File: src/rtl/cpu_pkg.sv
// Shared definitions for the 16-bit CPU control path.
// Used by the sequencer, its memory interface and the opcode decoder.
package cpu_pkg;

   localparam int unsigned STATE_W = 3;
   localparam int unsigned WBSRC_W = 3;
   localparam int unsigned PCSRC_W = 2;

   // Sequencer state encoding; 6 is unused and treated as illegal.
   typedef enum logic [STATE_W-1:0] {
      IDLE   = 3'd0,
      FETCH  = 3'd1,
      DECODE = 3'd2,
      EXEC   = 3'd3,
      MEM    = 3'd4,
      WB     = 3'd5,
      FAULT  = 3'd7
   } seq_state_t;

   // Writeback source select produced by the opcode decoder.
   typedef enum logic [WBSRC_W-1:0] {
      WBSRC_MEM = 3'b000,
      WBSRC_ALU = 3'b001,
      WBSRC_PC  = 3'b010,
      WBSRC_IMM = 3'b011,
      WBSRC_SHF = 3'b100
   } wbsrc_t;

   // Next-PC source select produced by the opcode decoder.
   typedef enum logic [PCSRC_W-1:0] {
      PCSRC_INC = 2'b00,
      PCSRC_BR  = 2'b01,
      PCSRC_JMP = 2'b10,
      PCSRC_REG = 2'b11
   } pcsrc_t;

endpackage

File: src/rtl/cpu_sequencer_if.sv
// Shared memory port handshake between the sequencer and memory.
//   mem_req   : request strobe, held until mem_ready
//   mem_sel   : 0 = instruction fetch, 1 = data access
//   mem_we    : data write enable, qualified by mem_req
//   mem_ready : memory completes the current request this cycle
//   mem_err   : error status, valid only with mem_ready
interface cpu_sequencer_if;

   logic mem_req;
   logic mem_sel;
   logic mem_we;
   logic mem_ready;
   logic mem_err;

   modport master (
      output mem_req,
      output mem_sel,
      output mem_we,
      input  mem_ready,
      input  mem_err
   );

   modport slave (
      input  mem_req,
      input  mem_sel,
      input  mem_we,
      output mem_ready,
      output mem_err
   );

endinterface

File: src/rtl/mem_wait_timer.sv
// Counts cycles a memory request has waited for ready.
//   clk, reset : clock and asynchronous active-low reset
//   clr        : force the count to zero (has priority over en)
//   en         : advance the count by one
//   expired    : count has reached MEM_TIMEOUT
module mem_wait_timer #(
   parameter int unsigned MEM_TIMEOUT = 16
) (
   input  logic clk,
   input  logic reset,
   input  logic clr,
   input  logic en,
   output logic expired
);

   localparam int unsigned CNT_W = $clog2(MEM_TIMEOUT + 1);

   logic [CNT_W-1:0] r_cnt;

   // Saturates at MEM_TIMEOUT so expired cannot wrap back to zero.
   always_ff @(posedge clk or negedge reset) begin
      if (!reset) begin
         r_cnt <= '0;
      end else if (clr) begin
         r_cnt <= '0;
      end else if (en && !expired) begin
         r_cnt <= r_cnt + CNT_W'(1);
      end
   end

   assign expired = (r_cnt == CNT_W'(MEM_TIMEOUT));

endmodule

File: src/rtl/cpu_sequencer.sv
// Multi-cycle control FSM for the 16-bit CPU.
// Sequences FETCH/DECODE/EXEC/MEM/WB, arbitrates the single memory port
// between fetch and data access, and gates decoder write enables to
// their proper cycle.
//   clk, reset        : clock and asynchronous active-low reset
//   run               : permission to start a new fetch (IDLE/WB only)
//   dec_*             : control fields from the opcode decoder
//   mem               : shared memory handshake (master side)
//   ir_load, mdr_load : capture fetched instruction / load data
//   pc_load, reg_we,
//   nz_we             : gated architectural updates (WB only)
//   fault             : sticky fault indicator
//   state_o           : current state encoding
//   retired           : completed-instruction count
// Outputs are combinational decodes of the state register and decoder
// inputs, so a strobe asserts in the same cycle its condition is seen.
module cpu_sequencer
   import cpu_pkg::*;
#(
   parameter int unsigned MEM_TIMEOUT = 16,
   parameter int unsigned RETIRE_W    = 32
) (
   input  logic                 clk,
   input  logic                 reset,
   input  logic                 run,
   input  logic                 dec_regwrite,
   input  logic                 dec_memwrite,
   input  logic                 dec_nz,
   input  logic [WBSRC_W-1:0]   dec_wbsrc,
   cpu_sequencer_if.master      mem,
   output logic                 ir_load,
   output logic                 mdr_load,
   output logic                 pc_load,
   output logic                 reg_we,
   output logic                 nz_we,
   output logic                 fault,
   output logic [STATE_W-1:0]   state_o,
   output logic [RETIRE_W-1:0]  retired
);

   seq_state_t            r_state;
   seq_state_t            w_state_nxt;
   logic [RETIRE_W-1:0]   r_retired;

   logic w_mem_req;
   logic w_mem_sel;
   logic w_mem_we;
   logic w_ir_load;
   logic w_mdr_load;
   logic w_pc_load;
   logic w_reg_we;
   logic w_nz_we;
   logic w_fault;
   logic w_tmr_clr;
   logic w_tmr_en;
   logic w_tmr_expired;
   logic w_is_load;

   assign w_is_load = (dec_wbsrc == WBSRC_MEM) && !dec_memwrite;

   // Wait counter is held clear outside memory states, so it starts at
   // zero on every entry to FETCH or MEM.
   mem_wait_timer #(
      .MEM_TIMEOUT (MEM_TIMEOUT)
   ) u_timer (
      .clk     (clk),
      .reset   (reset),
      .clr     (w_tmr_clr),
      .en      (w_tmr_en),
      .expired (w_tmr_expired)
   );

   // State register.
   always_ff @(posedge clk or negedge reset) begin
      if (!reset) begin
         r_state <= IDLE;
      end else begin
         r_state <= w_state_nxt;
      end
   end

   // Next-state and output decode.
   always_comb begin
      w_state_nxt = r_state;
      w_mem_req   = 1'b0;
      w_mem_sel   = 1'b0;
      w_mem_we    = 1'b0;
      w_ir_load   = 1'b0;
      w_mdr_load  = 1'b0;
      w_pc_load   = 1'b0;
      w_reg_we    = 1'b0;
      w_nz_we     = 1'b0;
      w_fault     = 1'b0;
      w_tmr_clr   = 1'b1;
      w_tmr_en    = 1'b0;

      case (r_state)
         IDLE: begin
            if (run) begin
               w_state_nxt = FETCH;
            end
         end

         FETCH: begin
            w_mem_req = 1'b1;
            w_tmr_clr = 1'b0;
            // Ready on the expiry cycle still completes the fetch.
            if (mem.mem_ready) begin
               if (mem.mem_err) begin
                  w_state_nxt = FAULT;
               end else begin
                  w_ir_load   = 1'b1;
                  w_state_nxt = DECODE;
               end
            end else if (w_tmr_expired) begin
               w_state_nxt = FAULT;
            end else begin
               w_tmr_en = 1'b1;
            end
         end

         DECODE: begin
            w_state_nxt = EXEC;
         end

         EXEC: begin
            if ((dec_wbsrc == WBSRC_MEM) || dec_memwrite) begin
               w_state_nxt = MEM;
            end else begin
               w_state_nxt = WB;
            end
         end

         MEM: begin
            w_mem_req = 1'b1;
            w_mem_sel = 1'b1;
            w_mem_we  = dec_memwrite;
            w_tmr_clr = 1'b0;
            if (mem.mem_ready) begin
               if (mem.mem_err) begin
                  w_state_nxt = FAULT;
               end else begin
                  w_mdr_load  = w_is_load;
                  w_state_nxt = WB;
               end
            end else if (w_tmr_expired) begin
               w_state_nxt = FAULT;
            end else begin
               w_tmr_en = 1'b1;
            end
         end

         WB: begin
            w_reg_we    = dec_regwrite;
            w_nz_we     = dec_nz;
            w_pc_load   = 1'b1;
            w_state_nxt = run ? FETCH : IDLE;
         end

         FAULT: begin
            w_fault = 1'b1;
         end

         default: begin
            w_state_nxt = FAULT;
         end
      endcase
   end

   // Retired-instruction counter; wraps naturally at 2^RETIRE_W.
   always_ff @(posedge clk or negedge reset) begin
      if (!reset) begin
         r_retired <= '0;
      end else if (r_state == WB) begin
         r_retired <= r_retired + RETIRE_W'(1);
      end
   end

   assign mem.mem_req = w_mem_req;
   assign mem.mem_sel = w_mem_sel;
   assign mem.mem_we  = w_mem_we;
   assign ir_load     = w_ir_load;
   assign mdr_load    = w_mdr_load;
   assign pc_load     = w_pc_load;
   assign reg_we      = w_reg_we;
   assign nz_we       = w_nz_we;
   assign fault       = w_fault;
   assign state_o     = r_state;
   assign retired     = r_retired;

endmodule
File: src/flat_wrapper.sv
// flat-port wrapper written by rule: the top's interface ports become plain ports
module cpu_sequencer_flat import cpu_pkg::*;
#(
   parameter int unsigned MEM_TIMEOUT = 16,
   parameter int unsigned RETIRE_W    = 32
)
  (clk, reset, run, dec_regwrite, dec_memwrite, dec_nz, dec_wbsrc, ir_load, mdr_load, pc_load, reg_we, nz_we, fault, state_o, retired, mem_mem_req, mem_mem_sel, mem_mem_we, mem_mem_ready, mem_mem_err);
  cpu_sequencer_if mem_i ();
  input  logic clk;
  input  logic reset;
  input  logic run;
  input  logic dec_regwrite;
  input  logic dec_memwrite;
  input  logic dec_nz;
  input  logic [WBSRC_W-1:0] dec_wbsrc;
  output logic ir_load;
  output logic mdr_load;
  output logic pc_load;
  output logic reg_we;
  output logic nz_we;
  output logic fault;
  output logic [STATE_W-1:0] state_o;
  output logic [RETIRE_W-1:0] retired;
  output wire logic [$bits(mem_i.mem_req)-1:0] mem_mem_req;
  output wire logic [$bits(mem_i.mem_sel)-1:0] mem_mem_sel;
  output wire logic [$bits(mem_i.mem_we)-1:0] mem_mem_we;
  input wire logic [$bits(mem_i.mem_ready)-1:0] mem_mem_ready;
  input wire logic [$bits(mem_i.mem_err)-1:0] mem_mem_err;
  assign mem_mem_req = mem_i.mem_req;
  assign mem_mem_sel = mem_i.mem_sel;
  assign mem_mem_we = mem_i.mem_we;
  assign mem_i.mem_ready = mem_mem_ready;
  assign mem_i.mem_err = mem_mem_err;
  cpu_sequencer #(.MEM_TIMEOUT(MEM_TIMEOUT), .RETIRE_W(RETIRE_W)) u_core (.clk(clk), .reset(reset), .run(run), .dec_regwrite(dec_regwrite), .dec_memwrite(dec_memwrite), .dec_nz(dec_nz), .dec_wbsrc(dec_wbsrc), .mem(mem_i), .ir_load(ir_load), .mdr_load(mdr_load), .pc_load(pc_load), .reg_we(reg_we), .nz_we(nz_we), .fault(fault), .state_o(state_o), .retired(retired));
endmodule
File: config.mk
export PLATFORM = sky130hd
export DESIGN_NAME = cpu_sequencer_flat
export DESIGN_NICKNAME = d
export VERILOG_FILES = /design/src/rtl/cpu_pkg.sv /design/src/rtl/cpu_sequencer_if.sv /design/src/rtl/mem_wait_timer.sv /design/src/rtl/cpu_sequencer.sv /design/src/flat_wrapper.sv
export SDC_FILE = /design/constraint.sdc
export NUM_CORES = 1
export LEC_CHECK = 0
export BUFFER_PORTS_ARGS = -buffer_cell sky130_fd_sc_hd__buf_4
export CORE_AREA = 2 2 86 88
export CTS_CLUSTER_DIAMETER = 30
export DETAILED_ROUTE_END_ITERATION = 10
export DIE_AREA = 0 0 88 90
export SLEW_MARGIN = 20
export SYNTH_ARGS = -nofsm -noshare
export SYNTH_HDL_FRONTEND = slang
export SYNTH_HIERARCHICAL = 1
export SYNTH_SLANG_ARGS = --single-unit
File: constraint.sdc
create_clock -name clk -period 1.81 [get_ports clk]
set_clock_uncertainty 0.1 [all_clocks]
set_input_delay 0.0905 -clock clk [delete_from_list [all_inputs] [get_ports clk]]
set_output_delay 0.0905 -clock clk [all_outputs]
set_load 0.01 [all_outputs]
======== After elaboration in Yosys (flattened, before gate mapping) ========
Cells that the tools add are included.
word-level totals
  register bits ........................... 40
  latch bits .............................. 0
  RAM bits ................................ 0
  ROM bits ................................ 0
  input bits .............................. 11
  output and inout port bits .............. 44
  word-level logic and storage cells ...... 51
  memories ................................ 0
operators by class
  add/subtract/negate cells ............... 2
  $mul .................................... 0
  divide/modulo/power cells ............... 0
  order comparisons ....................... 0
  eq/ne operators ......................... 9
  shifts and indexed selects .............. 0
  multiplexer cells ....................... 27
  bitwise logic cells ..................... 1
  reduce and logical (&&, ||, !) cells .... 9
operator list
  kind                     number
  $add A32 B1 Y32 const B  1
  $pmux W3 S7              1
  $mux W1                  18
  $mux W3                  5
  $mux W5                  2
  $eq A3 B3 Y1 const B     3
  $eq A3 B2 Y1 const B     2
  $logic_not A3 Y1         2
  $add A5 B1 Y5 const B    1
  $eq A5 B5 Y1 const B     1
  $eq A3 B1 Y1 const B     1
  $logic_and A1 B1 Y1      2
  $logic_not A1 Y1         2
  $mux W2                  1
  $ne A2 B1 Y1 const B     1
  $ne A2 B2 Y1 const B     1
  $reduce_and A2 Y1        1
  $reduce_or A2 Y1         1
  $logic_or A1 B1 Y1       1
  $not A1 Y1               1

======== Logic depth before layout (Yosys ltp) ========
  word-level depth ........................ 7
  depth in mapped cells ................... 7
  mapped depth without buffers ............ 7

======== By module ========
The synthesis kept the hierarchy.
modules (own cells, without submodules)
  module          instances  cells each  area each (µm²)  sequential area each (µm²)
  cpu_sequencer   1          168         1764.2           875.8
  mem_wait_timer  1          27          292.8            125.1

======== Worst setup path before layout ========
Ideal clock, no wire load.
  kind .................................... register to register
  start ................................... register u_core.r_state[0] (netlist: u_core/state_o[0])
  end ..................................... register u_core.u_timer.r_cnt[0]
  library setup time ...................... 0.125 ns
  arrival time ............................ 1.926 ns
  data required time ...................... 1.585 ns
  setup slack ............................. -0.341 ns
  stages on the path, launching flop included .. 7
  path buffers ............................ 0
  period minus slack after synthesis ...... 2.151 ns
  cell sequence ........................... dfrtp_1 nand2b_1 a21oi_1 inv_1 nor3_1 nor2b_2 mux2_4
on the way
  word-level cells in the longest chain between the ends .. 5
  elaborated cells on any way between the ends .. 7
  classes of those cells .................. 3 x eq/ne; 2 x mux; 2 x reduce/logical
ends and longest elaborated chain
  element                                              line                  RTL
  from (decl)                                          cpu_sequencer.sv:41   seq_state_t r_state;
  from (signal assigned)                               cpu_sequencer.sv:78   r_state <= w_state_nxt;
  $eq A3 B1 Y1 / $eq A3 B3 Y1 (equally long branches)  cpu_sequencer.sv:97   case (r_state)
  $reduce_or A2 Y1 (no source line) *                  -
  $mux W1 *                                            -
  via u_core.w_tmr_en                                  cpu_sequencer.sv:55   logic w_tmr_en;
  $logic_and A1 B1 Y1 *                                mem_wait_timer.sv:26  end else if (en && !expired) begin
  $ne A2 B1 Y1 (no source line) *                      -
  to (signal assigned)                                 mem_wait_timer.sv:27  r_cnt <= r_cnt + CNT_W'(1);
  to (decl)                                            mem_wait_timer.sv:18  logic [CNT_W-1:0] r_cnt;
Mark *: on every way through the listed nets, which the timed path passes. The rest lies on a longest branch.
A chain may end at the register's enable or synchronous reset.

======== Worst setup path after layout ========
  start ................................... register u_core.r_state[1] (netlist: u_core/state_o[1])
  end ..................................... register u_core.r_retired[31] (netlist: u_core/retired[31])
on the way
  word-level cells in the longest chain between the ends .. 1
ends and longest elaborated chain
  element               line                  RTL
  $eq A3 B3 Y1          cpu_sequencer.sv:174  end else if (r_state == WB) begin
  to (signal assigned)  cpu_sequencer.sv:175  r_retired <= r_retired + RETIRE_W'(1);
  to (decl)             cpu_sequencer.sv:43   logic [RETIRE_W-1:0] r_retired;
No other way between the ends.

==> flow_summary.ini <==
[synthesis]
ys_ff_latch = 40
syn-instance-count = 195
yosysMostFrequentCell = dfrtp_1
syn_avg_cell_area_um2 = 10.55
yosysTopAreaCellShare = 0.4866
synth_common_cells = dfrtp_1 (40), xor2_1 (17), nand2_1 (16), xnor2_1 (16), nor3_1 (12)
synthTopCellsByArea = dfrtp_1 (49%), xor2_1 (7.2%), xnor2_1 (6.8%)
async_reset_ff_frac = 1.000
synth_flop_cell = dfrtp_1
synth_edf_count = 0
synth_top_cell_by_area = dfrtp_1
yosys_warnings = 6
syn_nets = 209
synth-seq-area-share = 0.4866
syn_area_um2 = 2057
ys_types = 36

[drt]
drc = 0
routed_wl_um = 4817
antenna_left = 0
num_vias = 1777
wl_per_cell_um = 12.23
drt_iter0_markers = 38
via_per_inst = 4.510
firstDrtPassIters = 4

[clock_tree]
clock-root-buffer = clkbuf_8
path_clk_slew_ns = 0.08
cts_buffer_depth = 2
clkLatencyLatePin_ns = 0.29
cts_tree = built
cts_made_buffers = 5
htreeDepth = 2
clkSinkCount = 40

[run]
max_cap_viol_count = 0

[placed_design]
gp_congestion = 0.7783
place.port_buffers = 54
hpwl_um = 3536
numPlacedInstances = 374
place_area_um2 = 2865
place_ws_ns = 0.04660

[global_route]
antenna_found_initial = 0
grtUsageTotal = 0.1273
grt_pass1_vias = 1768
grt_overflow = 0
grt_pass1_wl_um = 8121
grt_max_degree = 41

[setup_path]
cp-end-kind = flip-flop
rr_endpoint = u_core/retired[31]
start_kind = flip-flop
rr_worst_depth = 6
setup.worst_path.start = u_core/state_o[1]
cp_max_fo = 5
r2r_setup_slack_ns = 0.05
crit_required_ns = 1.93
worstPathArrival_ns = 1.88
path_class = flip-flop to flip-flop
reg2reg_from = u_core/state_o[1]

[die]
fp.dieH_um = 90
die_x_um = 88
initial_utilization = 0.2930
top_level_ports = 55
core-area_um2 = 7020
design.die.area_um2 = 7920
num_rows = 31

[power]
power_density_nw_per_um2 = 535.8
ir_worst_vdd_uv = 270.1
power_w = 0.001690
p_leak_nw = 1.596

[layout]
fin_util = 0.4493
layout.nets = 308
area_delta_synth_final_pct = 53.35
drive_gt1_frac = 0.4475
final_cells = 394
antennaDiodeCount = 0
design_area_um2 = 3154

[sta]
rsz0062_at_grt = yes
setup_viol = 0
tightest_slew_ns = 0.5137
setup_ws_ns = 0.04845
finalHoldViolations = 0
slew_violations = 0
slew-limit-headroom = 0.6575
post-route-period-util = 0.9732
fmax_mhz = 567.7
finalCriticalPeriod_ns = 1.762

[run_status]
outcome = complete, no violations

[min_path]
hold-path-endpoint = u_core/state_o[0]
holdPathStages = 4
hp-start = dec_wbsrc[2]
min_path_type = primary input to flip-flop
==> through the flow <==
step | setup TNS [ns] | hold WS (ns)
floorplan | -0.04785 | -0.3051
CTS | 0 | 0.06153
global route | -0.1448 | 0.09418
global placement | 0 | 0.005182
finish | 0 | 0.06671
detailed placement | 0 | 0.008368
==> sequential cells by signal, indices dropped and copies added (netlist names) <==
register,flops
u_core/u_timer/r_cnt,5
u_core/retired,32
u_core/state_o,3
==> worst max-delay path, stage by stage, from the launching register on <==
cell     delay (ns)
dfrtp_1        0.38
buf_4          0.13
and4b_1        0.26
nand4_1        0.19
buf_6          0.20
nor4_4         0.26
xor2_1         0.16
==> cell type report <==
type                       count  area, um^2
fill                         680        3866
sequential                    40        1008
inverter                       7       26.28
clock inverter                 3       47.55
multi-input combinational    144        1136
clock buffer                   5       68.82
tap                           99       123.9
timing repair buffer          96       743.2
==> worst max path at each step <==
stage / endpoint / slack (ns) / cells after the start
5_1_grt: u_core/retired[31] / -0.05 / 6
6_report: u_core/retired[31] / 0.05 / 6
3_5_place_dp: u_core/retired[28] / 0.05 / 5
2_1_floorplan: u_core/retired[30] / -0.02 / 5
3_3_place_gp: u_core/retired[28] / 0.09 / 5
4_1_cts: mdr_load / 0.007 / 5
==> timing repair <==
item | CTS | global route
resized for setup | 1 | 15
hold endpoints to repair | 41 | 0
endpoints found under the setup margin | 1 | 8
buffers inserted | 0 | 9
pin swaps | 0 | 6
hold buffers | 3 | 0
cloned | 0 | 0
==> power breakdown <==
part	total [W]	leakage (nW)	internal [W]	switching (W)
clock	0.000750	0.0583	0.000415	0.000334
sequential	0.000893	0.536	0.000893	0
combinational	0.0000477	1.00	0.0000216	0.0000260
==> cells in the final DEF (no fill, tap or decap), types with 3 or more instances in the layout <==
master         instances
buf_4                 89
and3_1                 7
o21ai_0                4
xnor2_1               16
clkbuf_8               5
buf_6                  4
inv_1                  6
nor3_1                 7
ha_1                   3
dfrtp_2                6
nand3_1               10
nand2_1               16
nor2_1                 8
and2_1                 7
dlygate4sd3_1          3
xor2_1                17
nor3_2                 3
nand4_1                9
nor4_4                 4
dfrtp_1               34
nand2b_1               4
==> logic make-up after synthesis <==
family	Yosys count	share of synthesized area
XOR/XNOR	33	0.1405
AND/OR/NAND/NOR	97	0.2908
adder cells (fa/ha/maj)	3	0.01825
AO/OA/AOI/OAI	7	0.01764
multiplexers	4	0.02250
buffers and inverters	11	0.02372
flip-flops	40	0.4866
==> per-layer routing <==
metal,global-route usage,routed length (um),up-vias
met5,0,0,-
met4,0.03462,25,0
met3,0.03030,248,2
met2,0.2064,2356,46
met1,0.1683,2188,843
li1,-,-,886
(Power assumes the default switching activity.)
